File: config.mk
export PLATFORM = sky130hd
export DESIGN_NAME = id_ex_stage_flat
export DESIGN_NICKNAME = d
export VERILOG_FILES = /design/src/rtl/id_ex_stage_if.sv /design/src/rtl/id_ex_stage.sv /design/src/flat_wrapper.sv
export SDC_FILE = /design/constraint.sdc
export NUM_CORES = 1
export LEC_CHECK = 0
export CAP_MARGIN = 20
export CORE_ASPECT_RATIO = 1.1
export CORE_MARGIN = 4
export CORE_UTILIZATION = 47
export DETAILED_ROUTE_END_ITERATION = 7
export GPL_ROUTABILITY_DRIVEN = 1
export PLACE_DENSITY = 0.9
export SLEW_MARGIN = 30
export SYNTH_ARGS = -nofsm -noshare
export SYNTH_HDL_FRONTEND = slang
export SYNTH_SLANG_ARGS = --single-unit
File: constraint.sdc
create_clock -name clk -period 6.8 [get_ports clk]
set_clock_uncertainty 0.15 [all_clocks]
set_input_delay 0.68 -clock clk [delete_from_list [all_inputs] [get_ports clk]]
set_output_delay 0.68 -clock clk [all_outputs]
set_load 0.05 [all_outputs]
File: src/rtl/id_ex_stage_if.sv
// ID/EX stage bus: decode-slot inputs, forwarding sources, hazard controls and the EX-side outputs.
// The stage is the slave; whatever drives decode and observes EX is the master.
interface id_ex_stage_if #(
    parameter int unsigned DATA_W = 32,
    parameter int unsigned RA_W   = 5
);
    logic              id_valid;
    logic [RA_W-1:0]   id_rs;
    logic [RA_W-1:0]   id_rt;
    logic [RA_W-1:0]   id_rd_dest;
    logic [DATA_W-1:0] id_rs_data;
    logic [DATA_W-1:0] id_rt_data;
    logic [DATA_W-1:0] id_imm;
    logic [4:0]        id_shamt;
    logic [3:0]        id_alu_control;
    logic              id_alu_src;
    logic              id_uses_rt;
    logic              id_reg_write;
    logic              id_mem_read;
    logic              id_mem_write;
    logic              id_mem_to_reg;

    logic              exmem_reg_write;
    logic [RA_W-1:0]   exmem_rd;
    logic [DATA_W-1:0] exmem_result;
    logic              memwb_reg_write;
    logic [RA_W-1:0]   memwb_rd;
    logic [DATA_W-1:0] memwb_result;

    logic              flush;
    logic              hold;

    logic [DATA_W-1:0] ALU_reg_1;
    logic [DATA_W-1:0] ALU_reg_2;
    logic [3:0]        ALU_control;
    logic [4:0]        shamt;
    logic [DATA_W-1:0] ex_store_data;
    logic              ex_valid;
    logic [RA_W-1:0]   ex_dest;
    logic              ex_reg_write;
    logic              ex_mem_read;
    logic              ex_mem_write;
    logic              ex_mem_to_reg;
    logic              stall_out;

    modport master (
        output id_valid, id_rs, id_rt, id_rd_dest, id_rs_data, id_rt_data, id_imm, id_shamt,
               id_alu_control, id_alu_src, id_uses_rt, id_reg_write, id_mem_read, id_mem_write,
               id_mem_to_reg, exmem_reg_write, exmem_rd, exmem_result, memwb_reg_write,
               memwb_rd, memwb_result, flush, hold,
        input  ALU_reg_1, ALU_reg_2, ALU_control, shamt, ex_store_data, ex_valid, ex_dest,
               ex_reg_write, ex_mem_read, ex_mem_write, ex_mem_to_reg, stall_out
    );

    modport slave (
        input  id_valid, id_rs, id_rt, id_rd_dest, id_rs_data, id_rt_data, id_imm, id_shamt,
               id_alu_control, id_alu_src, id_uses_rt, id_reg_write, id_mem_read, id_mem_write,
               id_mem_to_reg, exmem_reg_write, exmem_rd, exmem_result, memwb_reg_write,
               memwb_rd, memwb_result, flush, hold,
        output ALU_reg_1, ALU_reg_2, ALU_control, shamt, ex_store_data, ex_valid, ex_dest,
               ex_reg_write, ex_mem_read, ex_mem_write, ex_mem_to_reg, stall_out
    );
endinterface

File: src/rtl/id_ex_stage.sv
// ID/EX pipeline register with EX-side operand forwarding and load-use hazard detection.
// A bubble (flush or load-use) clears the whole stage so a killed slot can never forward or write.
module id_ex_stage #(
    parameter int unsigned DATA_W = 32,
    parameter int unsigned RA_W   = 5
) (
    input logic          clk,
    input logic          reset,
    id_ex_stage_if.slave bus
);

    logic              r_valid;
    logic [RA_W-1:0]   r_rs;
    logic [RA_W-1:0]   r_rt;
    logic [RA_W-1:0]   r_dest;
    logic [DATA_W-1:0] r_rs_data;
    logic [DATA_W-1:0] r_rt_data;
    logic [DATA_W-1:0] r_imm;
    logic [4:0]        r_shamt;
    logic [3:0]        r_alu_control;
    logic              r_alu_src;
    logic              r_reg_write;
    logic              r_mem_read;
    logic              r_mem_write;
    logic              r_mem_to_reg;

    logic              w_load_use;
    logic              w_wb_hit_rs;
    logic              w_wb_hit_rt;
    logic [DATA_W-1:0] w_cap_rs_data;
    logic [DATA_W-1:0] w_cap_rt_data;
    logic [DATA_W-1:0] w_fwd_rs;
    logic [DATA_W-1:0] w_fwd_rt;

    assign w_load_use = r_valid & r_mem_read & (r_dest != '0) & bus.id_valid &
                        ((r_dest == bus.id_rs) | (bus.id_uses_rt & (r_dest == bus.id_rt)));

    // Register file writes at the end of WB, so the decode read may be stale by one cycle.
    assign w_wb_hit_rs   = bus.memwb_reg_write & (bus.memwb_rd != '0) & (bus.memwb_rd == bus.id_rs);
    assign w_wb_hit_rt   = bus.memwb_reg_write & (bus.memwb_rd != '0) & (bus.memwb_rd == bus.id_rt);
    assign w_cap_rs_data = w_wb_hit_rs ? bus.memwb_result : bus.id_rs_data;
    assign w_cap_rt_data = w_wb_hit_rt ? bus.memwb_result : bus.id_rt_data;

    always_ff @(posedge clk) begin
        if (reset || bus.flush || (!bus.hold && w_load_use)) begin
            r_valid       <= 1'b0;
            r_rs          <= '0;
            r_rt          <= '0;
            r_dest        <= '0;
            r_rs_data     <= '0;
            r_rt_data     <= '0;
            r_imm         <= '0;
            r_shamt       <= '0;
            r_alu_control <= '0;
            r_alu_src     <= 1'b0;
            r_reg_write   <= 1'b0;
            r_mem_read    <= 1'b0;
            r_mem_write   <= 1'b0;
            r_mem_to_reg  <= 1'b0;
        end else if (!bus.hold) begin
            r_valid       <= bus.id_valid;
            r_rs          <= bus.id_rs;
            r_rt          <= bus.id_rt;
            r_dest        <= bus.id_rd_dest;
            r_rs_data     <= w_cap_rs_data;
            r_rt_data     <= w_cap_rt_data;
            r_imm         <= bus.id_imm;
            r_shamt       <= bus.id_shamt;
            r_alu_control <= bus.id_alu_control;
            r_alu_src     <= bus.id_alu_src;
            r_reg_write   <= bus.id_reg_write & bus.id_valid;
            r_mem_read    <= bus.id_mem_read & bus.id_valid;
            r_mem_write   <= bus.id_mem_write & bus.id_valid;
            r_mem_to_reg  <= bus.id_mem_to_reg & bus.id_valid;
        end
    end

    // EX/MEM is the younger producer, so it is checked first.
    always_comb begin
        w_fwd_rs = r_rs_data;
        if (bus.exmem_reg_write && (bus.exmem_rd != '0) && (bus.exmem_rd == r_rs)) begin
            w_fwd_rs = bus.exmem_result;
        end else if (bus.memwb_reg_write && (bus.memwb_rd != '0) && (bus.memwb_rd == r_rs)) begin
            w_fwd_rs = bus.memwb_result;
        end
    end

    always_comb begin
        w_fwd_rt = r_rt_data;
        if (bus.exmem_reg_write && (bus.exmem_rd != '0) && (bus.exmem_rd == r_rt)) begin
            w_fwd_rt = bus.exmem_result;
        end else if (bus.memwb_reg_write && (bus.memwb_rd != '0) && (bus.memwb_rd == r_rt)) begin
            w_fwd_rt = bus.memwb_result;
        end
    end

    assign bus.ALU_reg_1     = w_fwd_rs;
    assign bus.ALU_reg_2     = r_alu_src ? r_imm : w_fwd_rt;
    assign bus.ex_store_data = w_fwd_rt;
    assign bus.ALU_control   = r_alu_control;
    assign bus.shamt         = r_shamt;
    assign bus.ex_valid      = r_valid;
    assign bus.ex_dest       = r_dest;
    assign bus.ex_reg_write  = r_reg_write;
    assign bus.ex_mem_read   = r_mem_read;
    assign bus.ex_mem_write  = r_mem_write;
    assign bus.ex_mem_to_reg = r_mem_to_reg;
    assign bus.stall_out     = (w_load_use | bus.hold) & ~bus.flush;

endmodule

File: src/flat_wrapper.sv
// flat-port wrapper written by rule: the top's interface ports become plain ports
module id_ex_stage_flat 
#(
    parameter int unsigned DATA_W = 32,
    parameter int unsigned RA_W   = 5
)
  (clk, reset, bus_id_valid, bus_id_rs, bus_id_rt, bus_id_rd_dest, bus_id_rs_data, bus_id_rt_data, bus_id_imm, bus_id_shamt, bus_id_alu_control, bus_id_alu_src, bus_id_uses_rt, bus_id_reg_write, bus_id_mem_read, bus_id_mem_write, bus_id_mem_to_reg, bus_exmem_reg_write, bus_exmem_rd, bus_exmem_result, bus_memwb_reg_write, bus_memwb_rd, bus_memwb_result, bus_flush, bus_hold, bus_ALU_reg_1, bus_ALU_reg_2, bus_ALU_control, bus_shamt, bus_ex_store_data, bus_ex_valid, bus_ex_dest, bus_ex_reg_write, bus_ex_mem_read, bus_ex_mem_write, bus_ex_mem_to_reg, bus_stall_out);
  id_ex_stage_if #(.DATA_W(DATA_W), .RA_W(RA_W)) bus_i ();
  input logic clk;
  input logic reset;
  input wire logic [$bits(bus_i.id_valid)-1:0] bus_id_valid;
  input wire logic [$bits(bus_i.id_rs)-1:0] bus_id_rs;
  input wire logic [$bits(bus_i.id_rt)-1:0] bus_id_rt;
  input wire logic [$bits(bus_i.id_rd_dest)-1:0] bus_id_rd_dest;
  input wire logic [$bits(bus_i.id_rs_data)-1:0] bus_id_rs_data;
  input wire logic [$bits(bus_i.id_rt_data)-1:0] bus_id_rt_data;
  input wire logic [$bits(bus_i.id_imm)-1:0] bus_id_imm;
  input wire logic [$bits(bus_i.id_shamt)-1:0] bus_id_shamt;
  input wire logic [$bits(bus_i.id_alu_control)-1:0] bus_id_alu_control;
  input wire logic [$bits(bus_i.id_alu_src)-1:0] bus_id_alu_src;
  input wire logic [$bits(bus_i.id_uses_rt)-1:0] bus_id_uses_rt;
  input wire logic [$bits(bus_i.id_reg_write)-1:0] bus_id_reg_write;
  input wire logic [$bits(bus_i.id_mem_read)-1:0] bus_id_mem_read;
  input wire logic [$bits(bus_i.id_mem_write)-1:0] bus_id_mem_write;
  input wire logic [$bits(bus_i.id_mem_to_reg)-1:0] bus_id_mem_to_reg;
  input wire logic [$bits(bus_i.exmem_reg_write)-1:0] bus_exmem_reg_write;
  input wire logic [$bits(bus_i.exmem_rd)-1:0] bus_exmem_rd;
  input wire logic [$bits(bus_i.exmem_result)-1:0] bus_exmem_result;
  input wire logic [$bits(bus_i.memwb_reg_write)-1:0] bus_memwb_reg_write;
  input wire logic [$bits(bus_i.memwb_rd)-1:0] bus_memwb_rd;
  input wire logic [$bits(bus_i.memwb_result)-1:0] bus_memwb_result;
  input wire logic [$bits(bus_i.flush)-1:0] bus_flush;
  input wire logic [$bits(bus_i.hold)-1:0] bus_hold;
  output wire logic [$bits(bus_i.ALU_reg_1)-1:0] bus_ALU_reg_1;
  output wire logic [$bits(bus_i.ALU_reg_2)-1:0] bus_ALU_reg_2;
  output wire logic [$bits(bus_i.ALU_control)-1:0] bus_ALU_control;
  output wire logic [$bits(bus_i.shamt)-1:0] bus_shamt;
  output wire logic [$bits(bus_i.ex_store_data)-1:0] bus_ex_store_data;
  output wire logic [$bits(bus_i.ex_valid)-1:0] bus_ex_valid;
  output wire logic [$bits(bus_i.ex_dest)-1:0] bus_ex_dest;
  output wire logic [$bits(bus_i.ex_reg_write)-1:0] bus_ex_reg_write;
  output wire logic [$bits(bus_i.ex_mem_read)-1:0] bus_ex_mem_read;
  output wire logic [$bits(bus_i.ex_mem_write)-1:0] bus_ex_mem_write;
  output wire logic [$bits(bus_i.ex_mem_to_reg)-1:0] bus_ex_mem_to_reg;
  output wire logic [$bits(bus_i.stall_out)-1:0] bus_stall_out;
  assign bus_i.id_valid = bus_id_valid;
  assign bus_i.id_rs = bus_id_rs;
  assign bus_i.id_rt = bus_id_rt;
  assign bus_i.id_rd_dest = bus_id_rd_dest;
  assign bus_i.id_rs_data = bus_id_rs_data;
  assign bus_i.id_rt_data = bus_id_rt_data;
  assign bus_i.id_imm = bus_id_imm;
  assign bus_i.id_shamt = bus_id_shamt;
  assign bus_i.id_alu_control = bus_id_alu_control;
  assign bus_i.id_alu_src = bus_id_alu_src;
  assign bus_i.id_uses_rt = bus_id_uses_rt;
  assign bus_i.id_reg_write = bus_id_reg_write;
  assign bus_i.id_mem_read = bus_id_mem_read;
  assign bus_i.id_mem_write = bus_id_mem_write;
  assign bus_i.id_mem_to_reg = bus_id_mem_to_reg;
  assign bus_i.exmem_reg_write = bus_exmem_reg_write;
  assign bus_i.exmem_rd = bus_exmem_rd;
  assign bus_i.exmem_result = bus_exmem_result;
  assign bus_i.memwb_reg_write = bus_memwb_reg_write;
  assign bus_i.memwb_rd = bus_memwb_rd;
  assign bus_i.memwb_result = bus_memwb_result;
  assign bus_i.flush = bus_flush;
  assign bus_i.hold = bus_hold;
  assign bus_ALU_reg_1 = bus_i.ALU_reg_1;
  assign bus_ALU_reg_2 = bus_i.ALU_reg_2;
  assign bus_ALU_control = bus_i.ALU_control;
  assign bus_shamt = bus_i.shamt;
  assign bus_ex_store_data = bus_i.ex_store_data;
  assign bus_ex_valid = bus_i.ex_valid;
  assign bus_ex_dest = bus_i.ex_dest;
  assign bus_ex_reg_write = bus_i.ex_reg_write;
  assign bus_ex_mem_read = bus_i.ex_mem_read;
  assign bus_ex_mem_write = bus_i.ex_mem_write;
  assign bus_ex_mem_to_reg = bus_i.ex_mem_to_reg;
  assign bus_stall_out = bus_i.stall_out;
  id_ex_stage #(.DATA_W(DATA_W), .RA_W(RA_W)) u_core (.clk(clk), .reset(reset), .bus(bus_i));
endmodule
==> parameters.txt <==
Parameter                              Value

Synth
  Leading area contributor after synthesis    sky130_fd_sc_hd__dfxtp_1
  Synthesized instance count    roughly 990
  Main synth FF type    sky130_fd_sc_hd__dfxtp_1
  Synthesized Nets    1196
  Total number of yosys warnings    0
  Sequential area share after synthesis    32.33%
  Area contributors post-synth    sky130_fd_sc_hd__dfxtp_1 32%, sky130_fd_sc_hd__mux2i_1 11%, sky130_fd_sc_hd__a31oi_1 6.5%, sky130_fd_sc_hd__nand2_1 6.3%, sky130_fd_sc_hd__nor2_1 6.1%
  Avg Inst Size Synth    7.888 sq um
  Synthesized flop and latch total    approximately 130
  FFs w/ async S/R, synth    0%
  Number of enable-type register cells in the synthesized netlist    0
  Yosys cell types    38
  Cell area after synthesis    7801 sq um
  Share of the synthesized area in the top cell type    32.33%

Place
  Setup slack after placement    1.465 ns
  Number of placed cells counting well taps    approximately 1400
  Total half-perimeter wirelength after legalization and detailed placement    roughly 20000 microns
  IO Port Bufs    322
  Gp weighted congestion    0.9165

Global routing
  Total global routing track utilization    28.92%
  Pin count of the biggest net entering global routing    105
  Number of global-route vias before repair    roughly 8400
  Total grt overflow    0
  Antenna violations before repair    2
  First-pass GRT wire length    42690 microns

Power
  Switching power total    0.6537 mW
  Power share of the clock group    41.6%
  Combinational cell fraction of total power    23.9%
  Switching portion of total power    between 20% and 30%
  Total power consumption of the routed design    2.267 mW
  Sequential share of power    34.5%
  Leakage    4.253 nW
  Internal power    1.614 mW
  Worst supply voltage drop on vdd    0.1483 mV
  Pwr dens    194.3 nW/um^2

STA
  Setup violators final    0
  Setup repair after global routing missed its margin    false
  Final worst path period share    79.81%
  Worst slew margin relative to its limit    35.29%
  Final hold vios    0
  Max-slew violations    0
  Transition at the pin with the smallest max-transition slack    0.9706 ns
  Worst-case setup margin in the final layout    between 1 and 1.5 ns
  Final total negative setup slack    0 ns
  Period minus WS final    5.427 ns
  Highest Clock Rate    0.1843 GHz

Layout
  Multi-input gate area    between 4000 and 5000 sq um
  Final cell count without fillers    ~1500
  Final net count    1459
  Fraction of layout cells with a size suffix above 1    9.170%
  Layout overhead on the synthesized area    49.56%
  Sequential cell area in the final layout    2524 sq um
  Final Core Density    71.54%
  Fill cell total of the finished layout    1244
  Largest registers    u_core.r_imm x32, u_core.r_rs_data x32, u_core.r_rt_data x32

Clock network
  Source-to-sink clock delay at the later pin of the worst-skew pair    0.41 ns
  Clock transition at the register clock pins on the worst setup and hold paths after CTS    0.05 ns
  Max Root-Sink Buffers    2
  TritonCTS buffer count    17
  CTS hold repair buffers    0
  Post-CTS repair timing setup buffer count    0
  TritonCTS clock tree    built
  Level count of the clock H-tree    4
  Count of instances resized after the clock tree is built    0
  Root Buffer    sky130_fd_sc_hd__clkbuf_16
  CTS Sinks    roughly 130

Floorplan
  Chip Height    143.1 microns
  Initial Utilization    47.84%
  Die area    ~19000 sq um
  Die width    130.8 microns
  Floorplan Core Area    16310 sq um
  Count of boundary I/O pins    ~320
  Total number of placement rows    49

Critical path
  Req. time, crit path    5.97 ns
  Maximum fanout count along the critical path    33
  Critical register-to-register path startpoint    u_core.bus.ex_dest[3]$_SDFFE_PP0N_
  Category of the critical setup timing path    in -> out
  Data arrival time of the critical path    4.60 ns
  FF-to-FF path depth    6
  Worst Setup End Kind    output pin
  Critical path startpoint category    primary input
  Register-to-register setup slack    between 4 and 5 ns
  FF-to-FF End    u_core.r_imm[15]$_SDFFE_PP0N_

Drt
  Violation count after the first detailed-routing iteration    approximately 710
  Remaining DRCs    0
  Antenna Violating Nets Remaining    0
  Number of detailed-route iterations in the first pass    5
  Wire length per cell after detailed routing    19.13 microns
  Number of vias after detailed routing    8395
  DRT Wirelength    28150 microns
  Per-cell via count in the routed design    roughly 5.7

Worst hold path
  Hold/Removal Path Class    reg -> reg
  Start point of the worst hold path    u_core.r_rt_data[2]$_SDFFE_PP0N_
  Destination of the worst hold path    u_core.r_rt_data[2]$_SDFFE_PP0N_
  Worst Hold Depth    2

Run
  Count of max-cap constraint violations    0

Status
  Status    finished clean
## cell usage after synthesis (all sizes together), types with 2 or more instances
library cell and n:
nand2 130, nor2 127, dfxtp 126, a31oi 96, mux2i 89, or3b 64, clkbuf 59, o21ai 36
inv 34, a21oi 33, nor3 33, or3 33, buf 32, mux2 32, xnor2 23, xor2 17
a22oi 4, nand3 4, nor4 4, or4 3, nand4 2, o211ai 2
## critical path, cell delays in order
cell,delay [ns]
sky130_fd_sc_hd__clkdlybuf4s50_1,0.47
sky130_fd_sc_hd__or4_1,0.61
sky130_fd_sc_hd__o211ai_4,0.18
sky130_fd_sc_hd__buf_4,0.45
sky130_fd_sc_hd__or2_2,0.85
sky130_fd_sc_hd__a31oi_1,0.28
sky130_fd_sc_hd__mux2_2,0.35
sky130_fd_sc_hd__clkdlybuf4s50_1,0.70
## how the worst max path moves through the flow
stage                               start                 to  slack (ns)
after global routing      bus_exmem_rd[0]  bus_ALU_reg_2[28]        1.34
after global placement    bus_exmem_rd[0]  bus_ALU_reg_2[30]        1.57
final                     bus_exmem_rd[0]  bus_ALU_reg_2[23]        1.37
after detailed placement  bus_exmem_rd[0]  bus_ALU_reg_2[19]        1.47
after CTS                 bus_exmem_rd[0]  bus_ALU_reg_2[23]        1.47
after floorplan           bus_memwb_rd[4]  bus_ALU_reg_2[10]        2.60
## placed cells by master, fill, tap and decap left out, types with 2 or more instances in the layout
master                            Yosys  layout
sky130_fd_sc_hd__o211ai_4             1       2
sky130_fd_sc_hd__dfxtp_1            126     125
sky130_fd_sc_hd__clkinv_2             0       3
sky130_fd_sc_hd__or3b_1              50      50
sky130_fd_sc_hd__o21ai_4              1       2
sky130_fd_sc_hd__nand2_1            130     130
sky130_fd_sc_hd__clkinvlp_4           0       3
sky130_fd_sc_hd__o21ai_0             34      34
sky130_fd_sc_hd__or4_4                1       2
sky130_fd_sc_hd__buf_6                0       2
sky130_fd_sc_hd__diode_2              0       2
sky130_fd_sc_hd__or3_1               33      33
sky130_fd_sc_hd__nor4_4               0       3
sky130_fd_sc_hd__xnor2_1             23      23
sky130_fd_sc_hd__inv_1               34      34
sky130_fd_sc_hd__nand4_1              2       2
sky130_fd_sc_hd__nand3_1              4       4
sky130_fd_sc_hd__clkdlybuf4s50_1      0     321
sky130_fd_sc_hd__nor2_1             127     127
sky130_fd_sc_hd__or3b_2              14      14
sky130_fd_sc_hd__a31oi_2             15      15
sky130_fd_sc_hd__bufinv_16            0       3
sky130_fd_sc_hd__mux2_2              32      32
sky130_fd_sc_hd__clkbuf_16            0      17
sky130_fd_sc_hd__xor2_1              17      17
sky130_fd_sc_hd__mux2i_1             89      89
sky130_fd_sc_hd__a21oi_1             33      33
sky130_fd_sc_hd__clkbuf_8             0       3
sky130_fd_sc_hd__a31oi_1             81      81
sky130_fd_sc_hd__buf_4                3      11
sky130_fd_sc_hd__clkbuf_1            52       2
sky130_fd_sc_hd__a22oi_1              4       4
sky130_fd_sc_hd__nor3_1              33      33
## stage by stage
step	hold WS [ns]	area [sq um]
after global placement	0.3102	11030
after detailed placement	0.3153	11030
after global routing	0.3405	11670
after floorplan	0.2908	7801
after CTS	0.3239	11640
final	0.3215	11670
## cells by family after synthesis
| group | after synthesis | synth area share, % |
|---|---|---|
| AOI/OAI and AO/OA | 174 | 14.63 |
| xor gates and xnor gates | 40 | 4.491 |
| muxes | 121 | 16.04 |
| and+or+nand+nor | 403 | 25.89 |
| DFF | 126 | 32.33 |
| buffers and inverters | 125 | 6.624 |
## final cells by class
type | count | area share, %
clock inverter | 10 | 1.169
multi-input combinational | 738 | 41.24
inverter | 34 | 1.094
sequential | 126 | 21.63
tap | 204 | 2.188
clock buffer | 22 | 4.064
antenna | 2 | 0.04290
timing repair buffer | 335 | 28.57
## power groups by stage
stage          clock network, mW  logic [mW]  registers, mW
3_5_place_dp                   0       0.536          0.798
3_3_place_gp                   0       0.527          0.796
2_1_floorplan                  0       0.294          0.801
5_1_grt                    0.982       0.572          0.784
6_report                   0.943       0.542          0.783
4_1_cts                    0.955       0.539          0.782
## per-layer routing
metal | global-route usage, % | share of wire [%] | up-vias
met5 | 0 | 0 | -
met4 | 14.56 | 4.3 | 0
met3 | 9.951 | 9.8 | 92
met2 | 48.27 | 48 | 438
met1 | 32.60 | 38 | 3875
li1 | - | - | 3990
Power figures use the tool's default switching activity.
